$ cat config.mk
export PLATFORM = sky130hd
export DESIGN_NAME = vga_fb_arbiter
export DESIGN_NICKNAME = d
export VERILOG_FILES = /design/src/rtl/vga_fb_arbiter.sv
export SDC_FILE = /design/constraint.sdc
export NUM_CORES = 1
export LEC_CHECK = 0
export CAP_MARGIN = 5
export CORE_MARGIN = 3
export CORE_UTILIZATION = 45
export DETAILED_ROUTE_END_ITERATION = 12
export GPL_TIMING_DRIVEN = 1
export PLACE_DENSITY = 0.79
export SYNTH_ARGS = -nofsm -noshare
export SYNTH_HDL_FRONTEND = slang
export SYNTH_SLANG_ARGS = --single-unit
$ cat constraint.sdc
create_clock -name clk_60Mhz -period 2.55 [get_ports clk_60Mhz]
set_input_delay 0.51 -clock clk_60Mhz [delete_from_list [all_inputs] [get_ports clk_60Mhz]]
set_output_delay 0.51 -clock clk_60Mhz [all_outputs]
set_load 0.01 [all_outputs]
$ cat src/rtl/vga_fb_arbiter.sv
// vga_fb_arbiter: framebuffer SRAM arbiter between VGA scanout reads and a
// buffered pixel writer. Scanout always wins; the writer's words wait in a
// small FIFO and drain on cycles with no scanout request.
// Build option: define FB_WR_BUF_EN for a 4-entry write buffer; otherwise a
// single holding register is used.
//
// Handshake: a write word transfers in any cycle where i_wr_req && o_wr_ready
// are both high. o_wr_ready depends only on registered occupancy, so it never
// looks at i_wr_req. Reads have no handshake: every i_rd_req cycle yields one
// o_rd_valid pulse exactly three cycles later.
module vga_fb_arbiter #(
    parameter int AW         = 17,
    parameter int DW         = 8,
    parameter int STARVE_LIM = 255
) (
    input  logic          clk_60Mhz,
    input  logic          reset_,
    input  logic          i_rd_req,
    input  logic [AW-1:0] i_rd_addr,
    output logic          o_rd_valid,
    output logic [DW-1:0] o_rd_data,
    input  logic          i_wr_req,
    input  logic [AW-1:0] i_wr_addr,
    input  logic [DW-1:0] i_wr_data,
    output logic          o_wr_ready,
    output logic          o_mem_en,
    output logic          o_mem_we,
    output logic [AW-1:0] o_mem_addr,
    output logic [DW-1:0] o_mem_wdata,
    input  logic [DW-1:0] i_mem_rdata,
    output logic          o_wr_starve,
    output logic [1:0]    o_dbg_state
);

`ifdef FB_WR_BUF_EN
    localparam int DEPTH = 4;
`else
    localparam int DEPTH = 1;
`endif
    localparam int PW = (DEPTH > 1) ? $clog2(DEPTH) : 1;
    localparam int CW = $clog2(DEPTH + 1);

    // State names the command that is on o_mem_* this cycle.
    typedef enum logic [1:0] {
        ST_IDLE  = 2'd0,
        ST_READ  = 2'd1,
        ST_WRITE = 2'd2
    } arb_state_t;

    arb_state_t    state, next_state;
    logic [AW-1:0] buf_addr [0:(1<<PW)-1];
    logic [DW-1:0] buf_data [0:(1<<PW)-1];
    logic [PW-1:0] rd_ptr, wr_ptr;
    logic [CW-1:0] count;
    logic          full, empty, push, pop;
    logic [7:0]    wait_cnt, wait_next;
    logic          rd_p1, rd_p2;

    assign full  = (count == CW'(DEPTH));
    assign empty = (count == '0);
    assign push  = i_wr_req && !full;
    assign pop   = !i_rd_req && !empty;

    // Ready is forced low while reset is held, high again as soon as it lifts.
    assign o_wr_ready  = reset_ && !full;
    assign o_dbg_state = state;

    // Choose next bus command and next wait count from this cycle's inputs.
    always_comb begin
        next_state = ST_IDLE;
        wait_next  = wait_cnt;
        if (i_rd_req)
            next_state = ST_READ;
        else if (!empty)
            next_state = ST_WRITE;
        if (empty || pop)
            wait_next = 8'd0;
        else if (wait_cnt != 8'hFF)
            wait_next = wait_cnt + 8'd1;
    end

    // Write buffer storage; contents are don't-care until occupancy says so.
    always_ff @(posedge clk_60Mhz) begin
        if (push) begin
            buf_addr[wr_ptr] <= i_wr_addr;
            buf_data[wr_ptr] <= i_wr_data;
        end
    end

    // Arbiter FSM, FIFO bookkeeping, registered SRAM command and read return.
    always_ff @(posedge clk_60Mhz or negedge reset_) begin
        if (!reset_) begin
            state       <= ST_IDLE;
            rd_ptr      <= '0;
            wr_ptr      <= '0;
            count       <= '0;
            wait_cnt    <= 8'd0;
            o_wr_starve <= 1'b0;
            o_mem_en    <= 1'b0;
            o_mem_we    <= 1'b0;
            o_mem_addr  <= '0;
            o_mem_wdata <= '0;
            rd_p1       <= 1'b0;
            rd_p2       <= 1'b0;
            o_rd_valid  <= 1'b0;
            o_rd_data   <= '0;
        end else begin
            state       <= next_state;
            wait_cnt    <= wait_next;
            o_wr_starve <= (int'(wait_next) >= STARVE_LIM);

            case (next_state)
                ST_READ: begin
                    o_mem_en   <= 1'b1;
                    o_mem_we   <= 1'b0;
                    o_mem_addr <= i_rd_addr;
                end
                ST_WRITE: begin
                    o_mem_en    <= 1'b1;
                    o_mem_we    <= 1'b1;
                    o_mem_addr  <= buf_addr[rd_ptr];
                    o_mem_wdata <= buf_data[rd_ptr];
                end
                default: begin
                    o_mem_en <= 1'b0;
                    o_mem_we <= 1'b0;
                end
            endcase

            if (push)
                wr_ptr <= (wr_ptr == PW'(DEPTH - 1)) ? '0 : wr_ptr + PW'(1);
            if (pop)
                rd_ptr <= (rd_ptr == PW'(DEPTH - 1)) ? '0 : rd_ptr + PW'(1);
            case ({push, pop})
                2'b10:   count <= count + CW'(1);
                2'b01:   count <= count - CW'(1);
                default: count <= count;
            endcase

            // Request -> command on bus -> SRAM data on i_mem_rdata -> registered out.
            rd_p1      <= i_rd_req;
            rd_p2      <= rd_p1;
            o_rd_valid <= rd_p2;
            if (rd_p2)
                o_rd_data <= i_mem_rdata;
        end
    end

endmodule

==> results by stage, run 1 <==
STA:
- The minimum clock period after layout is between 2 and 2.5 ns.
- The final worst slack is approximately 0.47 ns.
- For the pin with the worst max-slew slack, the measured transition is between 0.5 and 0.6 ns.
- The number of pins with negative max-slew slack in the final report came to 0.
- The clock tree skew after final layout is between 0.006 and 0.007 ns.
- The maximum achievable frequency is a little under 500 MHz.
- Setup violations remaining at the end of the flow were counted as 0.
- In the finished design, the share of the clock period the worst path needs comes to about four fifths.
- Setup repair after global routing left no endpoint under its margin.
- In this run the tightest slew margin relative to its limit is between 60% and 70%.
- Summed over all failing endpoints, the final setup total negative slack is 0 ns.
- The count of endpoints failing hold in the final timing report is 0.

Critical path:
- Along the worst path, the maximum fanout reaches 8.
- The data arrival time at the worst-slack endpoint is around 1.6 ns.
- The endpoint identified for the worst register-to-register timing path is o_wr_starve.
- The reg2reg setup slack is about 0.63 ns.
- The critical path is of the reg -> out type.
- Data on the critical path is required at its endpoint by around 2.0 ns.
- The element type at the critical path end is an output port.
- The reg-to-reg startpoint is wait_cnt[0].
- Measured in cells, the most critical reg-to-reg path has a length of 5.
- The most critical setup path has its startpoint at count.
- The startpoint kind of the worst setup timing path is a register.

Layout:
- The final design area excluding fillers is just over 4000 um^2.
- The number of filler cells placed in the layout is ~460.
- In the layout the commonest cells are sky130_fd_sc_hd__clkdlybuf4s50_1, sky130_fd_sc_hd__dfrtp_1, sky130_fd_sc_hd__edfxtp_1.
- Cells with a size suffix above 1 make up between 10% and 20% of the layout.
- The number of antenna diodes in the final layout is 0.
- Cells fill ~68% of the core in the end.
- In the final design database the tool counted about 350 nets.
- Summing all flip-flop and latch instances after layout gives between 1500 and 2000 um^2.
- Relative to the synthesized area, the layout overhead comes to 44.64%.
- Leaving out fill and tap cells, the most frequent cell in the layout is sky130_fd_sc_hd__clkdlybuf4s50_1.
- The footprint of the multi-input gates is ~800 um^2.

Synth:
- The number of standard cells after synthesis is 199.
- After synthesis the netlist holds a flip-flop and latch count of 73.
- The synthesis warning total is 0.
- Sequential cells were found to cover a little over two thirds of the synthesized design area.
- The combined area of all synthesized cells is 2803 um^2.
- Of all flip-flops after synthesis, the portion carrying an async set or reset was about two thirds.
- The mean cell area of the mapped netlist is 14.08 um^2.
- Synthesis instantiated 29 different standard cells from the library.
- The post-synthesis net count is approximately 250.
- The most common flop cell mapped by yosys is sky130_fd_sc_hd__dfrtp_1.
- The number of enable-type register cells in the synthesized netlist is 25.

Floorplanning:
- Once the floorplan was initialized, standard cells occupied a little under half of the core.
- The floorplan die height is around 85 um.
- The width of the die is 84.92 um.
- The total area inside the core boundary comes to ~6000 um^2.
- The die area is 7211 um^2.
- The number of top-level design ports is 94.
- The number of rows created at floorplan is 28.

Power:
- The combinational fraction of design power is ~17%.
- For this design the ratio of total power to cell area is approximately 740 nW/um^2.
- The share of power burned in the clock network is a little over a third.
- Summed over all cells, the static leakage comes to 0.001626 uW.
- The worst IR drop on VDD is around 0.0004 V.
- The proportion of total power due to net switching is 22.90%.
- Internal power comes to approximately 2300 uW.
- The switching power of the nets is between 600 and 700 uW.
- The relative contribution of sequential cells to total power is between 40 and 50%.

Detailed routing:
- The number of nets with antenna violations after routing is 0.
- The total via count after detailed routing is approximately 1900.
- The wire length per cell is 15.09 um.
- The average vias per placed instance is 5.005.
- The length of the first detailed-routing pass in iterations is 4.
- Summed over all layers, the routed wires come to approximately 5700 um.
- After detailed routing, the number of remaining DRC violations is 0.
- After the first detailed-routing iteration, the DRC count stood at about 100.

Clock tree:
- The TritonCTS clock tree is done.
- The number of buffers inserted during clock tree synthesis is 9.
- The number of buffers inserted by post-CTS setup repair is 0.
- The clock latency reported for the late side of the worst-skew pair is between 0.3 and 0.4 ns.
- The post-cts resize count is 0.
- The clock-pin slew of the registers on the worst-case setup and hold paths is around 0.080 ns.
- The buffer cell driving the clock tree root is sky130_fd_sc_hd__clkbuf_8.
- The number of buffers on the longest clock path is 2.
- The clock drives 73 sinks.
- The number of hold buffers added after CTS was 0.
- The H-tree was split into 3 levels.

Global routing:
- Entering global routing, the biggest net connects 49 pins.
- After global routing the overflow that remains totals 0.
- The initial antenna violation count is 0.
- Across every metal layer, demand over resource in global routing totals 17.08%.
- The via count of the first global-routing pass came to between 2000 and 2500.
- The first global-routing pass estimated roughly 9500 um of wire.

Placement:
- After legalization and detailed placement, the total HPWL measured ~4000 um.
- In this run the tool buffered the top-level ports with 93 buffer cells.
- Summing all placed instances gives a cell area of 3819 um^2.
- OpenSTA, run right after detailed placement, puts the worst setup slack at between 0.3 and 0.4 ns.
- The weighted congestion at the end of routability-driven global placement is 0.8912.

Hold path:
- In this run the worst hold path is classified as in -> async.

Run status:
- The run finished with clean final reports.

Run:
- The tool flagged a number of max-cap violations equal to 0.
## sequential cells by signal (all words and copies together), names as in the netlist
signal       cells
count            1
o_wr_starve      1
o_rd_data        8
o_rd_valid       1
rd_p2            1
o_dbg_state      1
o_mem_wdata      8
o_mem_en         1
wait_cnt         8
o_mem_addr      17
o_mem_we         1
buf_addr        17
buf_data         8
## power groups by stage
stage                     registers, uW  clock network, uW  logic (uW)
after floorplan                    1450                  0         168
after global placement             1420                  0         503
after detailed placement           1430                  0         512
after CTS                          1410               1090         514
after global routing               1420               1150         543
final                              1400               1080         505
## per-stage QoR
step	power, uW	hold WS (ns)	std cells
finish	2984	0.2895	378
global route	3116	0.3327	378
CTS	3014	0.3023	378
detailed placement	1940	0.3809	362
global placement	1928	0.3696	362
floorplan	1621	0.2144	199
## cell type report
class / count / area share, %
clock inverters: 5 / 2.562
inverters: 1 / 0.09259
well taps: 75 / 2.315
flip-flops and latches: 73 / 48.15
multi-input cells: 114 / 19.69
clock buffers: 11 / 3.241
repair buffers: 99 / 23.95
## kinds of logic (layout without fill, tap and decap cells)
group           after synthesis  count (layout)  share of synthesized area, %
compound gates               26              26                         5.581
xor+xnor                      1               1                        0.3126
fa+ha+maj                     1               1                        0.4464
buf+inv                      12             116                         1.964
flops                        73              73                         69.64
mux                          35              35                         13.21
simple gates                 51              51                         8.839
## synth_stat cells, types with 3 or more instances
master | count | area [um^2]
sky130_fd_sc_hd__dfrtp_1 | 48 | 1201
sky130_fd_sc_hd__edfxtp_1 | 25 | 750.7
sky130_fd_sc_hd__nand2_1 | 22 | 82.58
sky130_fd_sc_hd__mux2i_1 | 19 | 190.2
sky130_fd_sc_hd__o21ai_0 | 18 | 90.09
sky130_fd_sc_hd__mux2_2 | 16 | 180.2
sky130_fd_sc_hd__nor2_1 | 8 | 30.03
sky130_fd_sc_hd__clkbuf_1 | 7 | 26.28
sky130_fd_sc_hd__nor3_1 | 7 | 35.03
sky130_fd_sc_hd__nand3_1 | 4 | 20.02
sky130_fd_sc_hd__nor2b_1 | 3 | 18.77
## critical path, cell delays in order, from the launching register on
cell and delay (ns):
sky130_fd_sc_hd__dfrtp_1 0.51, sky130_fd_sc_hd__nor2b_1 0.15, sky130_fd_sc_hd__clkdlybuf4s50_1 0.57
## routing by layer
metal  GRT usage (%)  wire length, um
met5               0                0
met4           6.906               76
met3           7.573              552
met2           27.19             2729
met1           20.38             2346
## worst max-delay path by stage
stage | end | cells past startpoint
6_report | o_wr_ready | 2
5_1_grt | o_wr_ready | 2
4_1_cts | o_wr_ready | 2
3_5_place_dp | o_wr_starve | 5
3_3_place_gp | o_wr_starve | 5
2_1_floorplan | buf_addr[0][0] | 1
Note: power is estimated with default switching activity, not from simulation.
==> run 2: changes to the inputs <==
Settings changed: CORE_UTILIZATION 45 to 41, PLACE_DENSITY 0.79 to 0.76.
Clock period 2.55 ns to 1.91 ns, I/O delays scaled along.
==> run 2 against run 1 <==
Compared with the run above:
- via count increased by 1.1%
- first-iteration DRC count shrank 25%
- clock power grew 17%
- non-clock buffer count is 3 higher
- die area rose by 9.1%
- setup slack worse by 0.38 ns
- register-to-register slack got worse by 0.54 ns
- sequential power grew 34%
- critical path depth is 3 higher
- global-route usage decreased by 1.9 points
- core utilization fell by 5.0 points
- cell count up 1.3%
==> results by stage, run 2 (synthesis results as in run 1) <==
Floorplanning:
- The number of rows created at floorplan is 29 (+3.6%).
- The width of the die came to 88.68 um (+4.4%).
- The die area came to 7864 um^2 (+9.1%).
- The effective utilization at floorplan is 43.15% (-3.6 points).
- The floorplan die height is 88.68 um (+4.4%).
- The number of top-level design ports is 94 (unchanged).
- The core box area is 6495 um^2 (+8.4%).

Hold path:
- The tightest min-delay check is of the in -> async type.

Critical path:
- The cell depth of the worst flop-to-flop path came to 5 (unchanged).
- The category of the most critical setup path is reg -> reg.
- The startpoint kind of the worst setup timing path is a register.
- The critical path's slowest cell is sky130_fd_sc_hd__or4_4.
- Traced cell by cell, the critical path runs through ha_2 -> o211ai_2 -> a311o_1 -> or4_4 -> a211oi_2.
- The required time reported for the critical path endpoint is 2.15 ns (+0.11 ns).
- The element type at the critical path end is a register.
- The peak per-stage delay on the critical path is 0.51 ns (-0.06 ns).
- The maximum fanout encountered on the critical timing path is 6 (-2).
- The data arrival time at the worst-slack endpoint is 2.06 ns (+0.49 ns).

STA:
- Setup repair after global routing left no endpoint under its margin.
- The number of pins with negative max-slew slack in the final report is 0 (unchanged).
- The worst relative slew slack came to 50.46% (-11 points).
- The clock tree skew after final layout came to 0.003972 ns (-0.002496 ns).
- The final worst slack was 0.09120 ns (-0.3759 ns).
- The ratio of final minimum period to clock period is a little over nine tenths.
- For this run, the top clock speed supported by timing is 549.8 MHz.
- The slew at the pin with the worst max-slew slack is 0.7416 ns (+0.1589 ns).
- The final number of setup-violating endpoints was 0 (unchanged).
- The minimum clock period after layout is 1.819 ns.
- The count of endpoints failing hold in the final timing report is 0 (unchanged).

Clock tree:
- The clock net sink count is 73 (unchanged).
- The clock latency reported for the late side of the worst-skew pair is 0.32 ns (-0.02 ns).
- The post-cts resize count is 0 (unchanged).
- The number of buffers inserted by post-CTS setup repair is 0 (unchanged).
- The buffer cell driving the clock tree root is sky130_fd_sc_hd__clkbuf_8.
- The TritonCTS clock tree is done.
- The number of buffers on the longest clock path is 2 (unchanged).
- The total number of H-tree levels is 3 (unchanged).
- The clock-pin slew of the registers on the worst-case setup and hold paths came to 0.07 ns (about the same).
- The number of buffers inserted during clock tree synthesis is 9 (unchanged).
- The quantity of hold-fixing buffers added after cts came to 0 (unchanged).

Global routing:
- The layer flagged by global routing as most heavily used is met2.
- The global routing usage on met1 came to 19.08% (-1.3 points).
- The leftover overflow at the end of global routing is 0 (unchanged).
- The overall global routing resource usage came to 15.18% (-1.9 points).
- The via count of the first global-routing pass was 1903 (-5.2%).
- The met3 global-route usage was 4.469% (-3.1 points).
- The maximum number of pins on one net before global-route repair is 49 (unchanged).
- The global-route wire length before repair is 8956 um (-5.6%).
- The met2 track demand over resource in global routing was 24.63% (-2.6 points).
- The initial antenna violation count is 0 (unchanged).

Power:
- The relative contribution of sequential cells to total power is 48.8% (+1.7 points).
- The switching power of the nets is 875.9 uW (+28%).
- The share of power burned in the clock network is 32.9% (-3.1 points).
- The total power is 3827 uW (+28%).
- The total power per unit cell area is 939.7 nW/um^2 (+28%).
- The leakage dissipation is 0.001639 uW (+0.79%).
- The proportion of total power due to net switching is 22.89% (about the same).
- The combinational fraction of design power is 18.2% (+1.3 points).
- The internal power is 2951 uW (+28%).
- The worst IR drop on VDD was 0.0006362 V (+64%).

Detailed routing:
- The aggregate routed wire length is 5680 um (-0.42%).
- The starting DRC count in detailed routing is 77 (-25%).
- The total via count after detailed routing is 1912 (+1.1%).
- The number of remaining DRC errors was 0 (unchanged).
- The number of nets with antenna violations after routing was 0 (unchanged).
- The wire length per cell is 14.83 um (-1.7%).
- The average vias per placed instance was 4.992 (-0.26%).
- The length of the first detailed-routing pass in iterations is 7 (+3).

Layout:
- The number of nets in the finished design is 356 (+0.85%).
- The flip-flop and latch area was 1952 um^2 (unchanged).
- The commonest non-fill, non-tap cell in the layout is sky130_fd_sc_hd__clkdlybuf4s50_1.
- The final cell count without fillers is 383 (+1.3%).
- The footprint of the multi-input gates is 800.8 um^2 (+0.31%).
- The number of filler cells placed in the layout was 509 (+12%).
- The final design area excluding fillers is 4073 um^2 (+0.46%).
- The number of antenna diodes is 0 (unchanged).
- The largest registers in the layout are buf_addr x17, o_mem_addr x17.
- The fraction of layout cells with a size suffix above 1 came to 16.34% (+0.83 points).
- The layout-stage area growth over the synthesis result is 45.31%.
- In the layout the commonest cells are sky130_fd_sc_hd__clkdlybuf4s50_1, sky130_fd_sc_hd__dfrtp_1, sky130_fd_sc_hd__edfxtp_1.

Placement:
- The placement-stage cell area is 3856 um^2 (+0.98%).
- The number of buffers inserted by port buffering is 93 (unchanged).
- The worst setup timing slack at the placement stage is -0.2470 ns (-0.6050 ns).
- The weighted congestion at the end of routability-driven global placement is 0.8087 (-9.3%).
- The cell count after placement came to 367 (+1.4%).
- The HPWL after detailed placement came to 4114 um (+3.9%).

Run:
- The total of max-cap violations is 0 (unchanged).

Run status:
- The flow ran to the end, and the final reports show no timing, DRC or antenna violations.
-- run 2: worst paths after layout --
path	slack, ns	from	to
setup / recovery	0.09	wait_cnt[1]	o_wr_starve
hold / removal	0.18	reset_	o_wr_starve
setup reg to reg	0.09	wait_cnt[1]	o_wr_starve
hold reg to reg	0.38	o_dbg_state[0]	rd_p2
max in group asynchronous	1.31	reset_	wait_cnt[4]
min in group clk_60Mhz	0.38	o_dbg_state[0]	rd_p2
-- run 2: worst max-delay path, delay by kind of cell, from the launching register on --
kind	cells	cell delay (ns)
flip-flops	1	0.40
adder cells (fa/ha/maj)	1	0.26
AO/OA/AOI/OAI	3	0.57
AND/OR/NAND/NOR	1	0.51
-- run 2: per-layer routing --
layer	part of all wire (%)	vias to the layer above
li1	-	915
met1	41	917
met2	51	73
met3	7.5	7
met4	0.49	0
met5	0	-
-- run 2: power groups by stage --
stage                     registers [uW]  clock network, uW  logic [uW]
after floorplan                     1940                  0         226
after global placement              1900                  0         697
after detailed placement            1900                  0         712
after CTS                           1870               1300         713
after global routing                1890               1390         756
final                               1870               1260         698
-- run 2: layout make-up --
type / count / area share, %
flip-flops and latches: 73 / 47.93
multi-input cells: 114 / 19.66
inverters: 1 / 0.09217
repair buffers: 102 / 24.76
well taps: 77 / 2.366
clock inverters: 5 / 1.966
clock buffers: 11 / 3.226
-- run 2: through the flow --
step                      hold slack, ns  utilization (%)  setup TNS (ns)
after global placement            0.3569            59.37          -1.777
after floorplan                  0.08641                -               0
after CTS                         0.1967            62.63               0
after global routing              0.2299            62.70               0
after detailed placement          0.3665            59.37          -2.070
final                             0.1799            62.70               0
==> run 3: changes to the inputs <==
Settings changed: CORE_MARGIN 3 to not set.
==> run 3 against run 2 <==
Compared with the run above:
- the run now ends with design-rule violations left
- die area is 8.8% lower
- maximum frequency is 0.91% higher
- combinational power is 0.6% higher
- clock power is 17% lower
- worst hold slack worse by 0.015 ns
- routed wire length is 2.8% lower
- clock skew is 0.0038 ns higher
- largest power group unchanged
- sequential share of layout area is 0.28 points higher
==> results by stage, run 3 (synthesis results as in run 1) <==
Run status:
- The flow ran to the end, but the final reports show violations.
- The final reports fail on design-rule violations.

Clock tree:
- The clock net sink count is 73 (unchanged).
- The root buffer cell chosen for the clock tree is sky130_fd_sc_hd__clkbuf_8.
- The clock latency reported for the late side of the worst-skew pair is 0.33 ns (about the same).
- The clock-pin slew of the registers on the worst-case setup and hold paths is 0.07 ns (about the same).
- The number of buffers on the longest clock path is 2 (unchanged).
- The number of buffers inserted during clock tree synthesis was 9 (unchanged).
- TritonCTS built the clock tree.
- The total number of H-tree levels came to 3 (unchanged).

Critical path:
- STA classifies the critical path startpoint as a register.
- The data arrival time at the worst-slack endpoint is 1.42 ns (-0.64 ns).
- The count of buffering cells on the critical path with inverters included came to 1 (+1).
- The cell depth of the worst flop-to-flop path is 5 (unchanged).
- The kind of cell with the highest combined delay along the critical path is buffers and inverters.
- The path length in cells of the critical path was 2 (-3).
- The slowest stage of the critical path is the sky130_fd_sc_hd__clkdlybuf4s50_1 cell.
- The peak per-stage delay on the critical path came to 0.54 ns (+0.03 ns).
- The worst setup path is captured at an output port.
- The required time reported for the critical path endpoint is 1.53 ns (-0.62 ns).
- Walking the worst path, the cells encountered are nor2b_2 -> clkdlybuf4s50_1.
- The maximum fanout encountered on the critical timing path is 5 (-1).
- The category of the most critical setup path is reg -> out.

Layout:
- The number of antenna diodes was 0 (unchanged).
- The library cell used most frequently in the layout, excluding fill and tap cells, is sky130_fd_sc_hd__clkdlybuf4s50_1.
- The final design area excluding fillers was 4051 um^2 (-0.52%).
- The number of nets in the finished design came to 357 (+0.28%).
- The number of filler cells placed in the layout is 528 (+3.7%).
- The fraction of layout cells with a size suffix above 1 is 17.59% (+1.2 points).
- The final cell count without fillers is 384 (+0.26%).
- Compared with the post-synthesis result, the final layout area differs by 44.55%.
- In the final layout, the registers with the most flip-flops are buf_addr x17, o_mem_addr x17.
- The library cells used most frequently in the layout, excluding fill and tap cells, are sky130_fd_sc_hd__clkdlybuf4s50_1, sky130_fd_sc_hd__dfrtp_1, sky130_fd_sc_hd__edfxtp_1.

Placement:
- The weighted congestion at the end of routability-driven global placement is 0.8467 (+4.7%).
- The number of buffers inserted by port buffering is 93 (unchanged).
- The placement-stage cell area is 3849 um^2 (-0.19%).
- The HPWL after detailed placement was 3802 um (-7.6%).
- The cell count after placement is 366 (-0.27%).

STA:
- The setup TNS after final layout was 0 ns (unchanged).
- The slew at the pin with the worst max-slew slack is 0.5882 ns (-0.1535 ns).
- The clock tree skew after final layout is 0.007726 ns (+0.003754 ns).
- The maximum achievable frequency is 554.8 MHz (+0.91%).
- The number of pins with negative max-slew slack in the final report is 0 (unchanged).
- The ratio of final minimum period to clock period is 94.36% (-0.86 points).
- The final number of setup-violating endpoints is 0 (unchanged).
- Setup repair after global routing left no endpoint under its margin.
- The worst relative slew slack is 60.79% (+10 points).
- The count of endpoints failing hold in the final timing report is 0 (unchanged).
- The minimum clock period after layout was 1.802 ns (-0.01644 ns).
- The worst slack on hold paths is 0.1647 ns (-0.01516 ns).

Power:
- The total power per unit cell area is 894.1 nW/um^2 (-4.8%).
- The leakage dissipation is 0.001618 uW (-1.3%).
- The worst IR drop on VDD is 0.0005033 V (-21%).

Detailed routing:
- The length of the first detailed-routing pass in iterations is 9 (+2).
- The aggregate routed wire length is 5523 um (-2.8%).
- The total via count after detailed routing is 1900 (-0.63%).
- The number of remaining DRC errors was 1 (+1).
- The average vias per placed instance was 4.948 (-0.89%).
- The wire length per cell came to 14.38 um (-3.0%).
- The number of nets with antenna violations after routing is 0 (unchanged).
- The starting DRC count in detailed routing is 107 (+39%).

Floorplanning:
- The number of rows created at floorplan is 29 (unchanged).
- The die area came to 7171 um^2 (-8.8%).
- The effective utilization at floorplan came to 43.39% (+0.24 points).
- The width of the die came to 84.68 um (-4.5%).
- The floorplan die height is 84.68 um (-4.5%).
- The number of top-level design ports is 94 (unchanged).
- The core box area is 6459 um^2 (-0.56%).

Global routing:
- The leftover overflow at the end of global routing was 0 (unchanged).
- The maximum number of pins on one net before global-route repair is 49 (unchanged).
- The via count of the first global-routing pass is 1954 (+2.7%).
- The initial antenna violation count was 0 (unchanged).
- The global-route wire length before repair is 9473 um (+5.8%).
- The overall global routing resource usage was 17.57% (+2.4 points).

Hold path:
- The class of the tightest hold or removal check is in -> async.

Run:
- The total of max-cap violations is 0 (unchanged).
-- run 3: cell types whose count changed in the layout (fill, tap and decap cells not counted), sizes merged --
cell and delta:
clkbuf -1, clkinv +3, buf +1, dlymetal6s2s -1
bufinv -2, clkdlybuf4s50 +1
-- run 3: timing repair --
item / in CTS / in global routing
gates resized for setup: 1 / 3
buffers inserted: 0 / 2
hold endpoints to repair: 0 / 0
setup endpoints to repair: 1 / 2
pin swaps: 0 / 0
hold buffers: 0 / 0
-- run 3: stage by stage --
step                      power, uW  utilization (%)  setup slack (ns)
final                          3623            62.73            0.1076
after floorplan                2164                -            0.1440
after global routing           3812            62.73           0.02516
after global placement         2586            59.59           -0.1431
after detailed placement       2603            59.59           -0.1475
after CTS                      3656            62.26          0.006961
-- run 3: layout make-up --
class / count / area (um^2) / area share, %
Clock buffer: 10 / 137.6 / 3.397
Clock inverter: 6 / 33.78 / 0.8338
Inverter: 1 / 3.754 / 0.09265
Multi-Input combinational cell: 114 / 813.3 / 20.07
Sequential cell: 73 / 1953 / 48.21
Tap cell: 77 / 96.34 / 2.378
Timing Repair Buffer: 103 / 1013 / 25.02
-- run 3: final timing paths --
path,start,end,slack (ns)
max in group asynchronous,reset_,count,1.32
setup / recovery,count,o_wr_ready,0.11
hold / removal,reset_,o_mem_wdata[2],0.16
min in group clk_60Mhz,o_dbg_state[0],rd_p2,0.40
hold reg to reg,o_dbg_state[0],rd_p2,0.40
setup reg to reg,wait_cnt[1],o_wr_starve,0.13
-- run 3: metal layers --
layer	global-route usage, %	vias up	part of all wire, %
met5	0	-	0
met4	6.163	0	0.85
met3	6.391	5	5.8
met2	25.94	65	48
met1	24.10	915	46
li1	-	915	-
-- run 3: worst reg2reg max path, stage by stage, from the launching register on --
cell and delay [ns]:
sky130_fd_sc_hd__dfrtp_1 0.44, sky130_fd_sc_hd__ha_4 0.19, sky130_fd_sc_hd__o211ai_2 0.09, sky130_fd_sc_hd__a311o_1 0.32, sky130_fd_sc_hd__or4_4 0.51, sky130_fd_sc_hd__a211oi_2 0.15
-- run 3: power by group --
group          total [uW]  switching [uW]  internal (uW)
registers            1880            87.4           1790
logic                 702             266            435
clock network        1050             550            495
total                3620             904           2720
